<file path="src/rtl/onehot_seq_fsm_if.sv">
// Handshake/data bundle for the one-hot sequencing FSM.
// The controller side drives run/restart and the two condition words.
// The FSM side returns the working registers, the state vector and the error pulse.
interface onehot_seq_fsm_if #(
    parameter int WIDTH = 8,
    parameter int NS    = 16
);
    logic             run;
    logic             restart;
    logic [WIDTH-1:0] a;
    logic [WIDTH-1:0] b;
    logic [WIDTH-1:0] x;
    logic [WIDTH-1:0] y;
    logic [NS-1:0]    state_o;
    logic             err;

    modport master (
        output run, restart, a, b,
        input  x, y, state_o, err
    );

    modport slave (
        input  run, restart, a, b,
        output x, y, state_o, err
    );
endinterface

</file>
<file path="src/rtl/onehot_seq_fsm.sv">
// One-hot sequencing FSM with two WIDTH-bit working registers X and Y.
// After INIT the machine circles A-chain -> CHK_A -> B-chain -> CHK_B -> C-chain.
// CHK_A may decrement Y and jump back to loop entry.
// CHK_B may increment X and jump back to loop entry.
// Any state vector that is not exactly one-hot is steered back to INIT with a one-cycle err pulse.
module onehot_seq_fsm #(
    parameter int               WIDTH    = 8,
    parameter int               DLY_A    = 6,
    parameter int               DLY_B    = 3,
    parameter int               DLY_C    = 4,
    parameter logic [WIDTH-1:0] X_INIT   = WIDTH'(20),
    parameter logic [WIDTH-1:0] Y_INIT   = WIDTH'(100),
    parameter bit               SATURATE = 1'b1,
    localparam int              NS       = DLY_A + DLY_B + DLY_C + 3
) (
    input  logic             clk,
    input  logic             resetb,
    onehot_seq_fsm_if.slave  bus
);

    // Bit positions of the named states in the one-hot vector.
    localparam int S_INIT  = 0;
    localparam int S_A1    = 1;
    localparam int S_CHKA  = DLY_A + 1;
    localparam int S_B1    = DLY_A + 2;
    localparam int S_CHKB  = DLY_A + DLY_B + 2;
    localparam int S_C1    = DLY_A + DLY_B + 3;
    localparam int S_CLAST = NS - 1;

    localparam logic [NS-1:0] INIT_VEC = NS'(1) << S_INIT;

    logic [NS-1:0]    r_state;
    logic [WIDTH-1:0] r_x;
    logic [WIDTH-1:0] r_y;
    logic             r_err;

    logic [NS-1:0]    w_state_next;
    logic [WIDTH-1:0] w_x_next;
    logic [WIDTH-1:0] w_y_next;
    logic             w_err_next;
    logic             w_legal;
    logic             w_dec;
    logic             w_inc;
    logic [WIDTH-1:0] w_y_dec;
    logic [WIDTH-1:0] w_x_inc;

    assign w_legal = $onehot(r_state);
    assign w_dec   = (bus.a == WIDTH'(1));
    assign w_inc   = (bus.b == WIDTH'(1));

    // Saturating mode pins Y at zero and X at all-ones; otherwise plain modulo wrap.
    assign w_y_dec = (SATURATE && (r_y == '0)) ? r_y : r_y - WIDTH'(1);
    assign w_x_inc = (SATURATE && (&r_x))      ? r_x : r_x + WIDTH'(1);

    // State, working registers and err all register here; reset dominates everything.
    always_ff @(posedge clk) begin
        if (!resetb) begin
            r_state <= INIT_VEC;
            r_x     <= '0;
            r_y     <= '0;
            r_err   <= 1'b0;
        end else begin
            r_state <= w_state_next;
            r_x     <= w_x_next;
            r_y     <= w_y_next;
            r_err   <= w_err_next;
        end
    end

    // Next-state: restart beats illegal-state recovery, which beats the run/hold gate.
    always_comb begin
        w_state_next = r_state;
        if (bus.restart || !w_legal) begin
            w_state_next = INIT_VEC;
        end else if (bus.run) begin
            w_state_next = '0;
            if (r_state[S_INIT]) begin
                w_state_next[S_A1] = 1'b1;
            end
            for (int i = S_A1; i < S_CHKA; i++) begin
                if (r_state[i]) begin
                    w_state_next[i+1] = 1'b1;
                end
            end
            if (r_state[S_CHKA]) begin
                if (w_dec) begin
                    w_state_next[S_A1] = 1'b1;
                end else begin
                    w_state_next[S_B1] = 1'b1;
                end
            end
            for (int i = S_B1; i < S_CHKB; i++) begin
                if (r_state[i]) begin
                    w_state_next[i+1] = 1'b1;
                end
            end
            if (r_state[S_CHKB]) begin
                if (w_inc) begin
                    w_state_next[S_A1] = 1'b1;
                end else begin
                    w_state_next[S_C1] = 1'b1;
                end
            end
            for (int i = S_C1; i < S_CLAST; i++) begin
                if (r_state[i]) begin
                    w_state_next[i+1] = 1'b1;
                end
            end
            if (r_state[S_CLAST]) begin
                w_state_next[S_A1] = 1'b1;
            end
        end
    end

    // Register updates: only INIT, CHK_A and CHK_B touch X/Y, and err fires only on recovery.
    always_comb begin
        w_x_next   = r_x;
        w_y_next   = r_y;
        w_err_next = 1'b0;
        if (bus.restart) begin
            w_err_next = 1'b0;
        end else if (!w_legal) begin
            w_err_next = 1'b1;
        end else if (bus.run) begin
            if (r_state[S_INIT]) begin
                w_x_next = X_INIT;
                w_y_next = Y_INIT;
            end
            if (r_state[S_CHKA] && w_dec) begin
                w_y_next = w_y_dec;
            end
            if (r_state[S_CHKB] && w_inc) begin
                w_x_next = w_x_inc;
            end
        end
    end

    assign bus.x       = r_x;
    assign bus.y       = r_y;
    assign bus.state_o = r_state;
    assign bus.err     = r_err;

endmodule

</file>
<file path="src/flat_wrapper.sv">
// flat-port wrapper written by rule: the top's interface ports become plain ports
module onehot_seq_fsm_flat 
#(
    parameter int               WIDTH    = 8,
    parameter int               DLY_A    = 6,
    parameter int               DLY_B    = 3,
    parameter int               DLY_C    = 4,
    parameter logic [WIDTH-1:0] X_INIT   = WIDTH'(20),
    parameter logic [WIDTH-1:0] Y_INIT   = WIDTH'(100),
    parameter bit               SATURATE = 1'b1,
    localparam int              NS       = DLY_A + DLY_B + DLY_C + 3
)
  (clk, resetb, bus_run, bus_restart, bus_a, bus_b, bus_x, bus_y, bus_state_o, bus_err);
  onehot_seq_fsm_if #(.WIDTH(WIDTH), .NS((16))) bus_i ();
  input  logic clk;
  input  logic resetb;
  input wire logic [$bits(bus_i.run)-1:0] bus_run;
  input wire logic [$bits(bus_i.restart)-1:0] bus_restart;
  input wire logic [$bits(bus_i.a)-1:0] bus_a;
  input wire logic [$bits(bus_i.b)-1:0] bus_b;
  output wire logic [$bits(bus_i.x)-1:0] bus_x;
  output wire logic [$bits(bus_i.y)-1:0] bus_y;
  output wire logic [$bits(bus_i.state_o)-1:0] bus_state_o;
  output wire logic [$bits(bus_i.err)-1:0] bus_err;
  assign bus_i.run = bus_run;
  assign bus_i.restart = bus_restart;
  assign bus_i.a = bus_a;
  assign bus_i.b = bus_b;
  assign bus_x = bus_i.x;
  assign bus_y = bus_i.y;
  assign bus_state_o = bus_i.state_o;
  assign bus_err = bus_i.err;
  onehot_seq_fsm #(.WIDTH(WIDTH), .DLY_A(DLY_A), .DLY_B(DLY_B), .DLY_C(DLY_C), .X_INIT(X_INIT), .Y_INIT(Y_INIT), .SATURATE(SATURATE)) u_core (.clk(clk), .resetb(resetb), .bus(bus_i));
endmodule
</file>
<file path="config.mk">
export PLATFORM = sky130hd
export DESIGN_NAME = onehot_seq_fsm_flat
export DESIGN_NICKNAME = d
export VERILOG_FILES = /design/src/rtl/onehot_seq_fsm_if.sv /design/src/rtl/onehot_seq_fsm.sv /design/src/flat_wrapper.sv
export SDC_FILE = /design/constraint.sdc
export NUM_CORES = 1
export LEC_CHECK = 0
export CORE_MARGIN = 5
export CORE_UTILIZATION = 49
export CTS_CLUSTER_DIAMETER = 120
export DETAILED_ROUTE_END_ITERATION = 8
export PLACE_DENSITY = 0.79
export SETUP_SLACK_MARGIN = 0.15
export SLEW_MARGIN = 20
export SYNTH_ARGS = -nofsm -noshare
export SYNTH_HDL_FRONTEND = slang
export SYNTH_SLANG_ARGS = --single-unit
</file>
<file path="constraint.sdc">
create_clock -name clk -period 5.7 [get_ports clk]
set_clock_uncertainty 0.1 [all_clocks]
set_input_delay 1.71 -clock clk [delete_from_list [all_inputs] [get_ports clk]]
set_output_delay 1.71 -clock clk [all_outputs]
set_load 0.05 [all_outputs]
</file>
==> results.sh <==
export IMPL_outcome="finished, final reports clean"
export IMPL_tightest_slew_ns=0.641
export IMPL_synth_ff_latch_count=33
export IMPL_drt_drc_violations_left=0
export IMPL_yosys_most_used_dff="dfxtp_1"
export IMPL_cts_made_buffers=5
export IMPL_clock_tree_from_tritoncts="done"
export IMPL_synth_sequential_area_ratio_pct=31.4
export IMPL_route_final_wire_length_um=5050
export IMPL_setup_violations_final=0
export IMPL_commonest_cells_after_routing_fill_and_taps_aside="clkdlybuf4s50_1, dfxtp_1, inv_1"
export IMPL_setup_worst_path_end_class="flip-flop"
export IMPL_routabilityCongestion=0.811
export IMPL_cts_root_buf="clkbuf_8"
export IMPL_leakagePower_nw=1.14
export IMPL_global_route_wire_length_before_repair_um=8100
export IMPL_dp_cells=323
export IMPL_hold_viol_final=0
export IMPL_routed_wire_length_per_instance_um=15.2
export IMPL_netlist_cell_types=46
export IMPL_holdCritPathClass="flip-flop to flip-flop"
export IMPL_yosys_warnings=0
export IMPL_layout_area_overhead_vs_synth_pct=32.3
export IMPL_cts_repair_resize_count=0
export IMPL_port_buffers=52
export IMPL_timing_setup_critical_path_class="flip-flop to flip-flop"
export IMPL_postLayoutSetupSlackWorst_ns=0.393
export IMPL_synth_async_sr_flop_share_pct=0
export IMPL_clkSlewWorstSetupHoldPaths_ns=0.07
export IMPL_firstDrtPassIters=4
export IMPL_post_dp_hpwl_um=3810
export IMPL_timing_fmax_ghz=0.188
export IMPL_fin_worst_hold_slack_ns=0.407
export IMPL_layout_drive_gt1_share_pct=8.48
export IMPL_final_setup_tns_ns=0
export IMPL_rsz0062_at_grt="false"
export IMPL_top_level_ports=53
export IMPL_num_nets_final=329
export IMPL_clk_insertion_delay_late_ns=0.28
export IMPL_core_um2=4090
export IMPL_die_width_um=75.5
export IMPL_power_per_cell_area_nw_per_um2=209
export IMPL_detail_route_iter0_violations=146
export IMPL_numClockSinks=33
export IMPL_slew_headroom_pct=56.9
export IMPL_timing_max_transition_violations_final=0
export IMPL_design_die_area_um2=5700
export IMPL_cts_h_tree_depth=2
export IMPL_netlist_area_um2=2100
export IMPL_drt_vias_per_instance=5.73
export IMPL_critical_path_required_ns=5.79
export IMPL_layout_commonest_cell="clkdlybuf4s50_1"
export IMPL_path_max_fanout=7
export IMPL_globalRouteTotalUtil_pct=18.6
export IMPL_antenna_violating_nets_post_route=0
export IMPL_cts_hold_fix_buffers=0
export IMPL_die_y_um=75.5
export IMPL_fillerInstances=350
export IMPL_floorplan_rows=23
export IMPL_drv_cap=0
export IMPL_layout_cells_non_filler=333
export IMPL_initial_cell_density_of_the_core_pct=51.4
export IMPL_postCtsSetupRepairBufs=0
export IMPL_synth_net_count=271
export IMPL_min_period_ns=5.31
export IMPL_antenna_cells_inserted=0
export IMPL_gr_total_overflow=0
export IMPL_max_root_sink_buffers=2
export IMPL_grt_pass1_vias=1720
export IMPL_grt_max_degree=20
export IMPL_worst_ir_drop_vdd_mv=0.163
export IMPL_syn_instance_count=225
export IMPL_syn_area_per_cell_um2=9.34
export IMPL_post_layout_utilization_of_the_core_pct=68.0
export IMPL_detailedPlace_worstSlack_ns=0.471
export IMPL_synth_edff_count=0
export IMPL_detailroute_via_count=1907
export IMPL_cp_data_arrival_time_ns=5.40
export IMPL_antenna_found_initial=0
export IMPL_critPathLaunchType="flip-flop"
export IMPL_final_period_utilization_pct=93.1
==> metrics by stage <==
stage / power, mW / area [um^2]
final: 0.582 / 2780
after global routing: 0.610 / 2780
after CTS: 0.580 / 2760
after detailed placement: 0.401 / 2670
after global placement: 0.398 / 2670
after floorplan: 0.352 / 2100
==> state kept, by name, summed over array words and instances, names as in the netlist <==
name and count:
u_core.bus.y 8, u_core.bus.x 8, u_core.bus.err 1, u_core.bus.state_o 16
==> synthesized netlist by cell type, types with 2 or more instances <==
cell	number	area, um^2
fa_1	11	220
and3_1	7	43.8
nor3_1	2	10.0
o21ai_0	9	45.0
a21o_1	3	22.5
o311ai_0	2	17.5
ha_1	15	188
mux2i_1	12	120
a31oi_1	2	12.5
a311oi_1	4	35.0
nand2b_1	3	18.8
clkbuf_1	4	15.0
nor4_2	2	25.0
nand2_1	11	41.3
dfxtp_1	33	661
nor2b_1	2	12.5
xnor2_1	2	17.5
nor2_1	23	86.3
o211ai_1	3	22.5
a21oi_1	11	55.1
inv_1	25	93.8
nor4b_2	3	45.0
nand3_1	6	30.0
or3_1	7	43.8
o31ai_1	2	15.0
==> layout make-up <==
| type | count | area, um^2 | share of cell area [%] |
|---|---|---|---|
| clock buffer | 7 | 86.3 | 3.11 |
| inverter | 25 | 93.8 | 3.38 |
| multi-input combinational | 162 | 1330 | 47.7 |
| sequential | 33 | 661 | 23.8 |
| tap | 50 | 62.6 | 2.25 |
| timing repair buffer | 56 | 551 | 19.8 |
==> path summary, 6_finish.rpt <==
check,startpoint,endpoint,slack [ns],cells after the start
worst max-delay path,u_core.bus.state_o[0],u_core.bus.x[4],0.39,14
worst min-delay path,u_core.bus.state_o[8],u_core.bus.state_o[8],0.41,2
worst min register to register,u_core.bus.state_o[8],u_core.bus.state_o[8],0.41,2
worst max register to register,u_core.bus.state_o[0],u_core.bus.x[4],0.39,14
==> routing by layer <==
metal  up-vias  global-route usage, %  part of all wire (%)
li1        925                      -                     -
met1       906                   24.9                    45
met2        66                   29.1                    46
met3        10                   5.28                   7.6
met4         0                   5.83                   1.4
met5         -                      0                     0
==> critical path, stage by stage, from the launching register on <==
cell       delay (ns)
dfxtp_1          0.50
ha_1             0.22
inv_1            0.07
fa_1             0.51
fa_1             0.52
fa_1             0.54
inv_1            0.05
fa_1             0.54
ha_1             0.20
fa_1             0.44
nor4b_2          0.34
o211ai_1         0.26
a2111oi_2        0.54
a21oi_1          0.12
a311oi_1         0.26
==> report_power, final <==
part	leakage, nW	total (mW)	switching [mW]	internal (mW)
logic	0.831	0.151	0.0871	0.0638
registers	0.268	0.253	0.0125	0.240
clock network	0.0443	0.179	0.0831	0.0958
==> kinds of logic after synthesis <==
logic type                 synth area share [%]
AOI/OAI and AO/OA                          16.7
xor gates and xnor gates                  0.834
adders and majority gates                  19.4
buffers and inverters                      5.42
DFF                                        31.4
muxes                                      5.72
and+or+nand+nor                            20.5
No activity file was read; power rests on OpenSTA's default activity.
